## config.mk

```make
export PLATFORM = sky130hd
export DESIGN_NAME = ex_cpuid_ent
export DESIGN_NICKNAME = d
export VERILOG_FILES = /design/src/rtl/ex_cpuid_ent.sv
export SDC_FILE = /design/constraint.sdc
export NUM_CORES = 1
export LEC_CHECK = 0
export ABC_AREA = 0
export BUFFER_PORTS_ARGS = -buffer_cell sky130_fd_sc_hd__buf_2
export CAP_MARGIN = 0
export CORE_MARGIN = 2
export CORE_UTILIZATION = 50
export CTS_CLUSTER_SIZE = 14
export DETAILED_ROUTE_END_ITERATION = 8
export GPL_ROUTABILITY_DRIVEN = 0
export HOLD_SLACK_MARGIN = 0.1
export PLACE_DENSITY = 0.73
export SLEW_MARGIN = 40
export SYNTH_ARGS = -nofsm -noshare
export SYNTH_HDL_FRONTEND = slang
export SYNTH_SLANG_ARGS = --single-unit
```

## constraint.sdc

```tcl
create_clock -name clock -period 6.9 [get_ports clock]
set_input_delay 1.035 -clock clock [delete_from_list [all_inputs] [get_ports clock]]
set_output_delay 1.035 -clock clock [all_outputs]
set_load 0.05 [all_outputs]
```

## src/rtl/ex_cpuid_ent.sv

```systemverilog
`default_nettype none
// ============================================================================
// Module   : ex_cpuid_ent
// Brief    : EX-stage CPUID leaf unit with LFSR RNG, entropy credits and a
//            sticky noise-health monitor. CPUID_RNG_WHITEN_EN enables whitening.
// Revision : 1.0
// ============================================================================
module ex_cpuid_ent #(
    parameter int          IDX_BITS   = 5,
    parameter int          CORE_ID    = 0,
    parameter logic [55:0] FEAT_BITS  = 56'h0,
    parameter int          RNG_LANES  = 2,
    parameter int          POOL_MAX   = 64,
    parameter int          POOL_MIN   = 16,
    parameter int          HEALTH_WIN = 1024
) (
    input  logic                clock,
    input  logic                reset,
    input  logic [11:0]         timers,
    input  logic                reqValid,
    input  logic [IDX_BITS-1:0] reqIndex,
    input  logic                reqClr,
    output logic                resValid,
    output logic [63:0]         resLo,
    output logic [63:0]         resHi
);

    localparam logic [IDX_BITS-1:0] C_LEAF_ID   = IDX_BITS'(0);
    localparam logic [IDX_BITS-1:0] C_LEAF_CORE = IDX_BITS'(1);
    localparam logic [IDX_BITS-1:0] C_LEAF_CFG  = IDX_BITS'(2);
    localparam logic [IDX_BITS-1:0] C_LEAF_STAT = IDX_BITS'(3);
    localparam logic [IDX_BITS-1:0] C_LEAF_RNG  = '1;
    localparam logic [63:0]         C_VENDOR    = 64'h2020_3246_3258_4A42;
    localparam int                  C_RUN_W     = $clog2(HEALTH_WIN + 1);

    logic                r_s1, r_s2, r_noise, r_prevNoise;
    logic [C_RUN_W-1:0]  r_run;
    logic                r_fail;
    logic [7:0]          r_credits;
    logic [31:0]         r_rdCnt;
    logic [31:0]         r_lane [RNG_LANES];
    logic [RNG_LANES-1:0] r_lastFb;

    logic [RNG_LANES-1:0] w_fb;
    logic [31:0]         w_r0, w_r1;
    logic [63:0]         w_raw, w_rng;
    logic                w_rngRd, w_statRd, w_fresh, w_consume, w_gain, w_same, w_trip;
    logic [8:0]          w_sum;
    logic [7:0]          w_creditsNext;
    logic [63:0]         w_lo, w_hi;
    logic                w_unused;

    assign w_unused  = ^timers[7:1];
    assign w_rngRd   = reqValid && (reqIndex == C_LEAF_RNG);
    assign w_statRd  = reqValid && (reqIndex == C_LEAF_STAT);
    assign w_fresh   = !r_fail && (r_credits >= 8'(POOL_MIN));
    assign w_consume = w_rngRd && w_fresh;
    assign w_gain    = r_noise && !r_fail;
    assign w_same    = (r_noise == r_prevNoise);
    // Fail trips only on the edge the run reaches the window, so a clear sticks
    // even while the source remains stuck.
    assign w_trip    = w_same && (r_run == C_RUN_W'(HEALTH_WIN - 1));

    always_comb begin
        w_sum = {1'b0, r_credits} - (w_consume ? 9'(POOL_MIN) : 9'd0)
                + (w_gain ? 9'd1 : 9'd0);
        if (r_fail)
            w_creditsNext = 8'd0;
        else if (w_sum > 9'(POOL_MAX))
            w_creditsNext = 8'(POOL_MAX);
        else
            w_creditsNext = w_sum[7:0];
    end

    always_comb begin
        w_fb = '0;
        w_r0 = '0;
        w_r1 = '0;
        w_raw = '0;
        for (int k = 0; k < RNG_LANES; k++) begin
            w_fb[k] = r_lane[k][1] ^ r_lane[k][3] ^ r_lane[k][5] ^ r_lane[k][7]
                      ^ r_noise ^ r_lastFb[(k + RNG_LANES - 1) % RNG_LANES] ^ 1'b1;
            if (k % 2 == 0)
                w_r0 = w_r0 ^ r_lane[k];
            else
                w_r1 = w_r1 ^ r_lane[k];
        end
        // Pair 0 sits at the top byte: even-lane nibbles descend, odd-lane ascend.
        for (int i = 0; i < 8; i++)
            w_raw[63-8*i -: 8] = {w_r0[31-4*i -: 4], w_r1[4*i +: 4]};
    end

`ifdef CPUID_RNG_WHITEN_EN
    logic [63:0] r_prev;
    assign w_rng = w_raw ^ {r_prev[50:0], r_prev[63:51]};
    always_ff @(posedge clock) begin
        if (reset)
            r_prev <= '0;
        else if (w_rngRd)
            r_prev <= w_rng;
    end
`else
    assign w_rng = w_raw;
`endif

    always_comb begin
        w_lo = '0;
        w_hi = '0;
        if (reqIndex == C_LEAF_RNG) begin
            w_lo = w_rng;
            w_hi = {62'd0, r_fail, w_fresh};
        end else begin
            case (reqIndex)
                C_LEAF_ID:   w_lo = C_VENDOR;
                C_LEAF_CORE: w_lo = {FEAT_BITS, 4'(CORE_ID), timers[11:8]};
                C_LEAF_CFG:  w_lo = {32'h0, 8'(RNG_LANES), 8'(POOL_MIN),
                                     8'(POOL_MAX), 8'(IDX_BITS)};
                C_LEAF_STAT: w_lo = {r_rdCnt, 15'h0, r_fail, 8'h0, r_credits};
                default:     w_lo = '0;
            endcase
        end
    end

    always_ff @(posedge clock) begin
        if (reset) begin
            r_s1        <= 1'b0;
            r_s2        <= 1'b0;
            r_noise     <= 1'b0;
            r_prevNoise <= 1'b0;
            r_run       <= '0;
            r_fail      <= 1'b0;
            r_credits   <= 8'd0;
            r_rdCnt     <= 32'd0;
            r_lastFb    <= '0;
            for (int k = 0; k < RNG_LANES; k++)
                r_lane[k] <= 32'h1357_9BDF ^ (32'(k) * 32'h1111_1111);
            resValid    <= 1'b0;
            resLo       <= '0;
            resHi       <= '0;
        end else begin
            r_s1        <= timers[0];
            r_s2        <= r_s1;
            r_noise     <= r_s1 ^ r_s2;
            r_prevNoise <= r_noise;
            if (!w_same)
                r_run <= C_RUN_W'(1);
            else if (r_run != C_RUN_W'(HEALTH_WIN))
                r_run <= r_run + C_RUN_W'(1);
            if (w_trip)
                r_fail <= 1'b1;
            else if (w_statRd && reqClr)
                r_fail <= 1'b0;
            r_credits <= w_creditsNext;
            if (w_statRd && reqClr)
                r_rdCnt <= 32'd0;
            else if (w_rngRd)
                r_rdCnt <= r_rdCnt + 32'd1;
            r_lastFb <= w_fb;
            for (int k = 0; k < RNG_LANES; k++)
                r_lane[k] <= {w_fb[k], r_lane[k][31:1]};
            resValid <= reqValid;
            if (reqValid) begin
                resLo <= w_lo;
                resHi <= w_hi;
            end
        end
    end

endmodule
`default_nettype wire
```

==> impl_metrics.ini, run 1 <==
[yosys]
yosysWarningCount = 0
avgSynthCellArea_um2 = 9.811
ys_dominant_reg_cell = sky130_fd_sc_hd__dfxtp_1
dominant_cell_type_by_area_after_synthesis = sky130_fd_sc_hd__dfxtp_1
synth-edff-count = 0
synth_sequential_area_ratio_pct = 49.55
synth_cells = 770
synth_seq_cells = 187
ys_top_cells_by_area = sky130_fd_sc_hd__dfxtp_1, sky130_fd_sc_hd__buf_4, sky130_fd_sc_hd__a222oi_1, sky130_fd_sc_hd__nor2_1, sky130_fd_sc_hd__xor2_1
post_synth_instance_area_um2 = 7555
async_flop_share_pct = 0
yosys.area.top_type_share_pct = 49.55
yosys.cell_types.count = 56

[finish]
antenna_cells = 0
layout-drive-gt1-share_pct = 19.53
design.final.nets = 876
area_delta_synth_final_pct = 11.78
fill_cells = 1299

[timing]
clock-skew-final_ns = 0.007656
hold_ws_ns = 0.4448
tightestPinTransition_ns = 0.8062
unrepaired_setup_endpoints_after_global_routing = false
final-setup-viol-count = 0
setup_total_negative_slack_ns = 0
hold_violations = 0
layout_worst_path_cycle_share_pct = 57.93
maxClockFrequency_mhz = 250.2
worst_slew_margin_rel_pct = 46.05
drv_slew = 0
final.min_clock_period_ns = 3.997

[die]
die_h_um = 126.9
core_area_um2 = 14640
boundaryPins = 150
num_rows = 44
fp.dieW_um = 126.9
design.die.area_um2 = 16110
initial_utilization_pct = 51.59

[clock_tree]
clock_tree.buffer_depth = 2
num_cts_buffers = 17
clockRootBuffer = sky130_fd_sc_hd__clkbuf_16
cts_resized = 0
post-cts-setup-buffer-count = 0
tritoncts = built
clkLatencyLatePin_ns = 0.43
htree_num_levels = 4
cts.reportedPaths.clkPinSlew_ns = 0.06
cts-hold-fix-buffers = 0
clock-sinks = 187

[worst_setup_path]
timing.reg2reg.worst_path_depth = 10
criticalPathCategory = in -> reg
end_of_the_worst_register_to_register_path = r_credits[2]$_SDFF_PP0_
r2r_setup_slack_ns = 3.73
slowest_delay_ns = 0.53
critical_path.max_fanout = 48
endpoint_arrival_time_on_the_critical_path_ns = 4.29
crit-reg2reg-launch = r_credits[7]$_SDFF_PP0_
worst_setup_path_start_kind = primary input
critical-path-top-delay-family = simple AND/OR/NAND/NOR gates
crit_path_cell_trace = buf_2 > nand2_1 > nor2_4 > buf_4 > nand2_1 > ha_1 > ha_1 > or4b_4 > and4_4 > o311ai_4 > a211oi_1
cp_data_required_time_ns = 7.20
cp_num_buf_inv = 2
slowest_stage = sky130_fd_sc_hd__or4b_4
cp-end-kind = flop

[routing]
routed_wire_length_per_instance_um = 16.00
drt-initial-drc-count = 547
drcViolationCount = 0
detailroute.wirelength.met2_um = 7695
via_count = 5558
m1_wl_um = 7531
drt-pass1-iter-count = 6
route.final.wire_length_um = 16540
route.detailed.vias_per_inst = 5.375
antenna_left = 0
route.top_layer_used = met4
met3_wirelength_um = 1089

[place]
io_buffers = 80
post-dp-hpwl_um = 11230

[grt]
grt_pass1_wl_um = 26430
groute.usage.overall_pct = 20.97
grt_max_degree = 56
vias_in_the_first_global_route = 5148
grt_antenna_before_repair = 0
global_route.overflow_total = 0

[power]
ir_drop_mv = 0.2083
pleak_nw = 3.722
power_per_cell_area_nw_per_um2 = 268.6

[hold_path]
min-delay-path-class = reg -> reg
launch_instance_of_the_worst_min_delay_path = r_lane[0][8]$_SDFF_PP1_
worstHoldEndpoint = r_lane[0][7]$_SDFF_PP1_
timing.hold.worst_path_depth = 1

[run_status]
status = finished, final reports clean

[job]
maxCapViolations = 0
==> cell families after synthesis <==
logic type | after synthesis | share of synthesized area (%)
compound gates | 129 | 13.51
xor+xnor | 49 | 5.681
fa+ha+maj | 17 | 2.815
buf+inv | 128 | 9.540
flops | 187 | 49.55
mux | 2 | 0.2981
other cells | 1 | 0.04964
simple gates | 257 | 18.55
==> metal layers <==
| metal | up-vias | track usage [%] |
|---|---|---|
| li1 | 2689 | - |
| met1 | 2658 | 27.99 |
| met2 | 193 | 33.02 |
| met3 | 18 | 5.272 |
| met4 | 0 | 7.757 |
| met5 | - | 0 |
==> worst register-to-register path, cell delays in order, from the launching register on <==
cell and delay [ns]:
sky130_fd_sc_hd__dfxtp_1 0.44, sky130_fd_sc_hd__inv_1 0.12, sky130_fd_sc_hd__ha_1 0.19, sky130_fd_sc_hd__a21oi_1 0.19, sky130_fd_sc_hd__nand2_1 0.11, sky130_fd_sc_hd__ha_1 0.32
sky130_fd_sc_hd__ha_1 0.41, sky130_fd_sc_hd__or4b_4 0.53, sky130_fd_sc_hd__and4_4 0.21, sky130_fd_sc_hd__o311ai_4 0.41, sky130_fd_sc_hd__a211oi_1 0.11
==> cell usage in the layout (no fill, tap or decap), types with 19 or more instances in the layout <==
master / netlist / routed
sky130_fd_sc_hd__nand4_1: 19 / 19
sky130_fd_sc_hd__inv_1: 26 / 26
sky130_fd_sc_hd__nor2_1: 70 / 68
sky130_fd_sc_hd__dfxtp_1: 187 / 187
sky130_fd_sc_hd__conb_1: 1 / 63
sky130_fd_sc_hd__xor2_1: 30 / 30
sky130_fd_sc_hd__a222oi_1: 29 / 29
sky130_fd_sc_hd__nand2_1: 35 / 35
sky130_fd_sc_hd__xnor2_1: 19 / 19
sky130_fd_sc_hd__nor2b_1: 36 / 36
sky130_fd_sc_hd__or2_2: 32 / 32
sky130_fd_sc_hd__a22o_1: 22 / 22
sky130_fd_sc_hd__buf_2: 6 / 80
sky130_fd_sc_hd__a21oi_1: 22 / 22
==> state kept, by name (all words and copies together) (netlist names) <==
name / flops
r_run: 11
r_s2: 1
resLo: 64
r_prevNoise: 1
r_rdCnt: 32
r_fail: 1
r_credits: 8
r_lastFb: 1
r_noise: 1
r_lane: 63
r_s1: 1
resValid: 1
resHi: 2
==> cell type report <==
cell class,instances,area (um^2),share of cell area [%]
Inverter,28,106.4,1.259
Timing Repair Buffer,87,452.9,5.364
Tap cell,184,230.2,2.726
Multi-Input combinational cell,517,3346,39.62
Clock buffer,24,501.7,5.942
Clock inverter,7,63.81,0.7557
Sequential cell,187,3744,44.33
==> stage by stage <==
step	power, W	instances	worst slack (ns)	util, %	area, um^2
finish	0.002268	1034	2.903	57.66	8444
global route	0.002349	1034	2.729	57.66	8444
global placement	0.001359	1002	2.577	53.66	7858
CTS	0.002288	1034	2.943	57.62	8438
floorplan	0.001354	832	2.934	-	7787
detailed placement	0.001362	1003	2.496	53.76	7873
==> synthesized netlist by cell type (2+ instances only) <==
| cell type | number |
|---|---|
| sky130_fd_sc_hd__or3_1 | 6 |
| sky130_fd_sc_hd__a21o_1 | 13 |
| sky130_fd_sc_hd__nand2_1 | 35 |
| sky130_fd_sc_hd__nand4_1 | 19 |
| sky130_fd_sc_hd__dfxtp_1 | 187 |
| sky130_fd_sc_hd__nor2b_1 | 36 |
| sky130_fd_sc_hd__xor2_1 | 30 |
| sky130_fd_sc_hd__a211oi_1 | 3 |
| sky130_fd_sc_hd__a222oi_1 | 29 |
| sky130_fd_sc_hd__or2_2 | 32 |
| sky130_fd_sc_hd__nor3_1 | 5 |
| sky130_fd_sc_hd__nand2b_1 | 3 |
| sky130_fd_sc_hd__clkbuf_1 | 24 |
| sky130_fd_sc_hd__a31oi_1 | 7 |
| sky130_fd_sc_hd__nor3b_1 | 3 |
| sky130_fd_sc_hd__buf_4 | 62 |
| sky130_fd_sc_hd__and3_1 | 10 |
| sky130_fd_sc_hd__a21oi_1 | 22 |
| sky130_fd_sc_hd__o21ai_0 | 15 |
| sky130_fd_sc_hd__nor4_1 | 2 |
| sky130_fd_sc_hd__a22o_1 | 22 |
| sky130_fd_sc_hd__mux2_2 | 2 |
| sky130_fd_sc_hd__a221o_1 | 3 |
| sky130_fd_sc_hd__and4_1 | 6 |
| sky130_fd_sc_hd__nand3_1 | 13 |
| sky130_fd_sc_hd__inv_1 | 26 |
| sky130_fd_sc_hd__a211oi_2 | 2 |
| sky130_fd_sc_hd__xnor2_1 | 19 |
| sky130_fd_sc_hd__o21bai_1 | 2 |
| sky130_fd_sc_hd__or4b_1 | 2 |
| sky130_fd_sc_hd__nor2_1 | 70 |
| sky130_fd_sc_hd__a22oi_1 | 4 |
| sky130_fd_sc_hd__and2_1 | 5 |
| sky130_fd_sc_hd__ha_1 | 17 |
| sky130_fd_sc_hd__buf_2 | 6 |
| sky130_fd_sc_hd__buf_1 | 8 |
==> report_power, final <==
group / internal [W] / switching, W
Clock: 0.000541 / 0.000388
Combinational: 0.0000526 / 0.000153
Sequential: 0.00111 / 0.0000208
Total: 0.00171 / 0.000562
==> how the worst max path moves through the flow <==
stage,from,endpoint,cells past startpoint
after detailed placement,reqIndex[0],r_credits[2]$_SDFF_PP0_,11
after CTS,reqIndex[0],r_credits[2]$_SDFF_PP0_,11
after global placement,reqIndex[0],r_credits[2]$_SDFF_PP0_,11
final,reqIndex[0],r_credits[2]$_SDFF_PP0_,11
after global routing,reqIndex[0],r_credits[2]$_SDFF_PP0_,12
after floorplan,reqIndex[0],r_credits[3]$_SDFF_PP0_,12
Note: power is estimated with default switching activity, not from simulation.
==> run 2, diff against run 1 <==
ABC_AREA = 1   (was 0)
clock period = 4.1 ns   (was 6.9 ns; I/O delays follow)
==> impl_metrics.ini, run 2 <==
[clock_tree]
clockRootBuffer = sky130_fd_sc_hd__clkbuf_16
post-cts-setup-buffer-count = 0
cts.reportedPaths.clkPinSlew_ns = 0.07
clock_tree.buffer_depth = 2
cts-hold-fix-buffers = 0
cts_resized = 0
clock-sinks = 187
clkLatencyLatePin_ns = 0.44
num_cts_buffers = 17
htree_num_levels = 4
tritoncts = built

[hold_path]
timing.hold.worst_path_depth = 3
launch_instance_of_the_worst_min_delay_path = timers[0]
min-delay-path-class = in -> reg
worstHoldEndpoint = r_s1$_SDFF_PP0_

[routing]
detailroute.wirelength.met2_um = 8897
routed_wire_length_per_instance_um = 14.14
antenna_left = 0
drt-initial-drc-count = 452
drcViolationCount = 0
m1_wl_um = 9157
drt-pass1-iter-count = 5
route.detailed.vias_per_inst = 5.001
route.final.wire_length_um = 19620
via_count = 6937
route.top_layer_used = met4
met3_wirelength_um = 1225

[grt]
grt_max_degree = 63
grt_antenna_before_repair = 0
global_route.overflow_total = 0
groute.usage.overall_pct = 22.73
vias_in_the_first_global_route = 6351
grt_pass1_wl_um = 31730

[finish]
leading_registers_by_flop_count = resLo x64, r_lane x63, r_rdCnt x32
most-common-layout-cells = sky130_fd_sc_hd__nand2_1, sky130_fd_sc_hd__dfxtp_1, sky130_fd_sc_hd__inv_1
antenna_cells = 0
area_delta_synth_final_pct = 11.11
design.final.nets = 1192
layout-drive-gt1-share_pct = 15.17
fin_util_pct = 56.28
largest_register_ffs = 64
layout_commonest_cell = sky130_fd_sc_hd__nand2_1
top_register = resLo

[timing]
worst_slew_margin_rel_pct = 49.31
maxClockFrequency_mhz = 346.5
final.setup.worst_slack_ns = 1.214
setup_total_negative_slack_ns = 0
layout_worst_path_cycle_share_pct = 70.39
final.min_clock_period_ns = 2.886
tightestPinTransition_ns = 0.7582
final-setup-viol-count = 0
drv_slew = 0
hold_violations = 0
clock-skew-final_ns = 0.01081
unrepaired_setup_endpoints_after_global_routing = false

[yosys]
async_flop_share_pct = 0
synth_sequential_area_ratio_pct = 45.05
post_synth_instance_area_um2 = 8310
synth_cells = 1084
synth-edff-count = 0
netlist_top_cells_count = sky130_fd_sc_hd__nand2_1, sky130_fd_sc_hd__dfxtp_1, sky130_fd_sc_hd__inv_1, sky130_fd_sc_hd__nor2_1, sky130_fd_sc_hd__buf_4
dominant_cell_type_by_area_after_synthesis = sky130_fd_sc_hd__dfxtp_1
synth_seq_cells = 187
ys_top_cells_by_area = sky130_fd_sc_hd__dfxtp_1, sky130_fd_sc_hd__nand2_1, sky130_fd_sc_hd__buf_4, sky130_fd_sc_hd__inv_1, sky130_fd_sc_hd__nor2_1
avgSynthCellArea_um2 = 7.666
yosys.cell_count.top_type = sky130_fd_sc_hd__nand2_1
ys_dominant_reg_cell = sky130_fd_sc_hd__dfxtp_1
yosysWarningCount = 0
yosys.area.top_type_share_pct = 45.05
yosys.cell_types.count = 45

[place]
post-dp-hpwl_um = 13820
post-place-ws_ns = 0.8057
io_buffers = 80

[worst_setup_path]
critical_path.max_fanout = 36
worst_setup_path_start_kind = primary input
timing.reg2reg.worst_path_depth = 17
end_of_the_worst_register_to_register_path = r_credits[2]$_SDFF_PP0_
cp-end-kind = flop
criticalPathCategory = in -> reg
endpoint_arrival_time_on_the_critical_path_ns = 3.25
r2r_setup_slack_ns = 1.46
cp_data_required_time_ns = 4.47
crit-reg2reg-launch = r_credits[7]$_SDFF_PP0_

[run_status]
status = finished, final reports clean

[power]
power_per_cell_area_nw_per_um2 = 423.5
pleak_nw = 4.037
ir_drop_mv = 0.3118

[die]
boundaryPins = 150
num_rows = 47
core_area_um2 = 16410
initial_utilization_pct = 50.65
design.die.area_um2 = 17670
fp.dieW_um = 132.9
die_h_um = 132.9

[job]
maxCapViolations = 0
-- run 2: logic make-up after synthesis --
logic type	share of synthesized area [%]
simple gates	26.66
xor+xnor	2.108
flops	45.05
other cells	0.04512
fa+ha+maj	2.559
compound gates	9.591
buf+inv	13.99
-- run 2: layout make-up --
cell class	count	area, um^2
Inverter	137	520.5
Fill cell	1547	7173
Clock inverter	15	158.9
Tap cell	220	275.3
Multi-Input combinational cell	726	3645
Timing Repair Buffer	85	465.4
Clock buffer	17	425.4
Sequential cell	187	3744
-- run 2: per-layer routing --
metal / vias up / track usage [%]
li1: 3457 / -
met3: 25 / 5.057
met5: - / 0
met1: 3225 / 31.03
met2: 230 / 36.21
met4: 0 / 6.631
-- run 2: how the worst max path moves through the flow --
stage | startpoint | to | slack, ns | cells past startpoint
2_1_floorplan | reqValid | r_credits[0]$_SDFF_PP0_ | 1.33 | 19
3_5_place_dp | reqValid | r_credits[2]$_SDFF_PP0_ | 0.81 | 18
6_report | reqValid | r_credits[2]$_SDFF_PP0_ | 1.21 | 18
4_1_cts | reqValid | r_credits[2]$_SDFF_PP0_ | 1.25 | 18
3_3_place_gp | reqValid | r_credits[5]$_SDFF_PP0_ | 0.86 | 18
5_1_grt | reqValid | r_credits[5]$_SDFF_PP0_ | 0.83 | 18
-- run 2: power by group --
group	switching [W]	internal [W]
Sequential	0.0000355	0.00187
Clock	0.000768	0.000857
Combinational	0.000295	0.0000803
-- run 2: worst max-delay path, stage by stage --
cell	delay, ns
sky130_fd_sc_hd__buf_2	0.22
sky130_fd_sc_hd__nand2_2	0.09
sky130_fd_sc_hd__nor2_4	0.13
sky130_fd_sc_hd__nand2_4	0.27
sky130_fd_sc_hd__clkinv_4	0.11
sky130_fd_sc_hd__nand3_1	0.10
sky130_fd_sc_hd__ha_1	0.32
sky130_fd_sc_hd__ha_1	0.35
sky130_fd_sc_hd__inv_1	0.08
sky130_fd_sc_hd__nor2_1	0.13
sky130_fd_sc_hd__nand2_1	0.09
sky130_fd_sc_hd__nand2_1	0.06
sky130_fd_sc_hd__nand2_1	0.04
sky130_fd_sc_hd__nand2_1	0.07
sky130_fd_sc_hd__nand3_1	0.08
sky130_fd_sc_hd__nand2_1	0.07
sky130_fd_sc_hd__nand4_1	0.23
sky130_fd_sc_hd__nor2_1	0.19
-- run 2: metrics by stage --
step / area [um^2] / std cells / hold slack (ns) / total power (W)
after floorplan: 8543 / 1146 / 0.3887 / 0.002295
after global placement: 8607 / 1353 / 0.4011 / 0.002314
after detailed placement: 8650 / 1355 / 0.4064 / 0.002323
after CTS: 9234 / 1387 / 0.3673 / 0.003922
after global routing: 9234 / 1387 / 0.3815 / 0.004043
final: 9234 / 1387 / 0.3770 / 0.003911
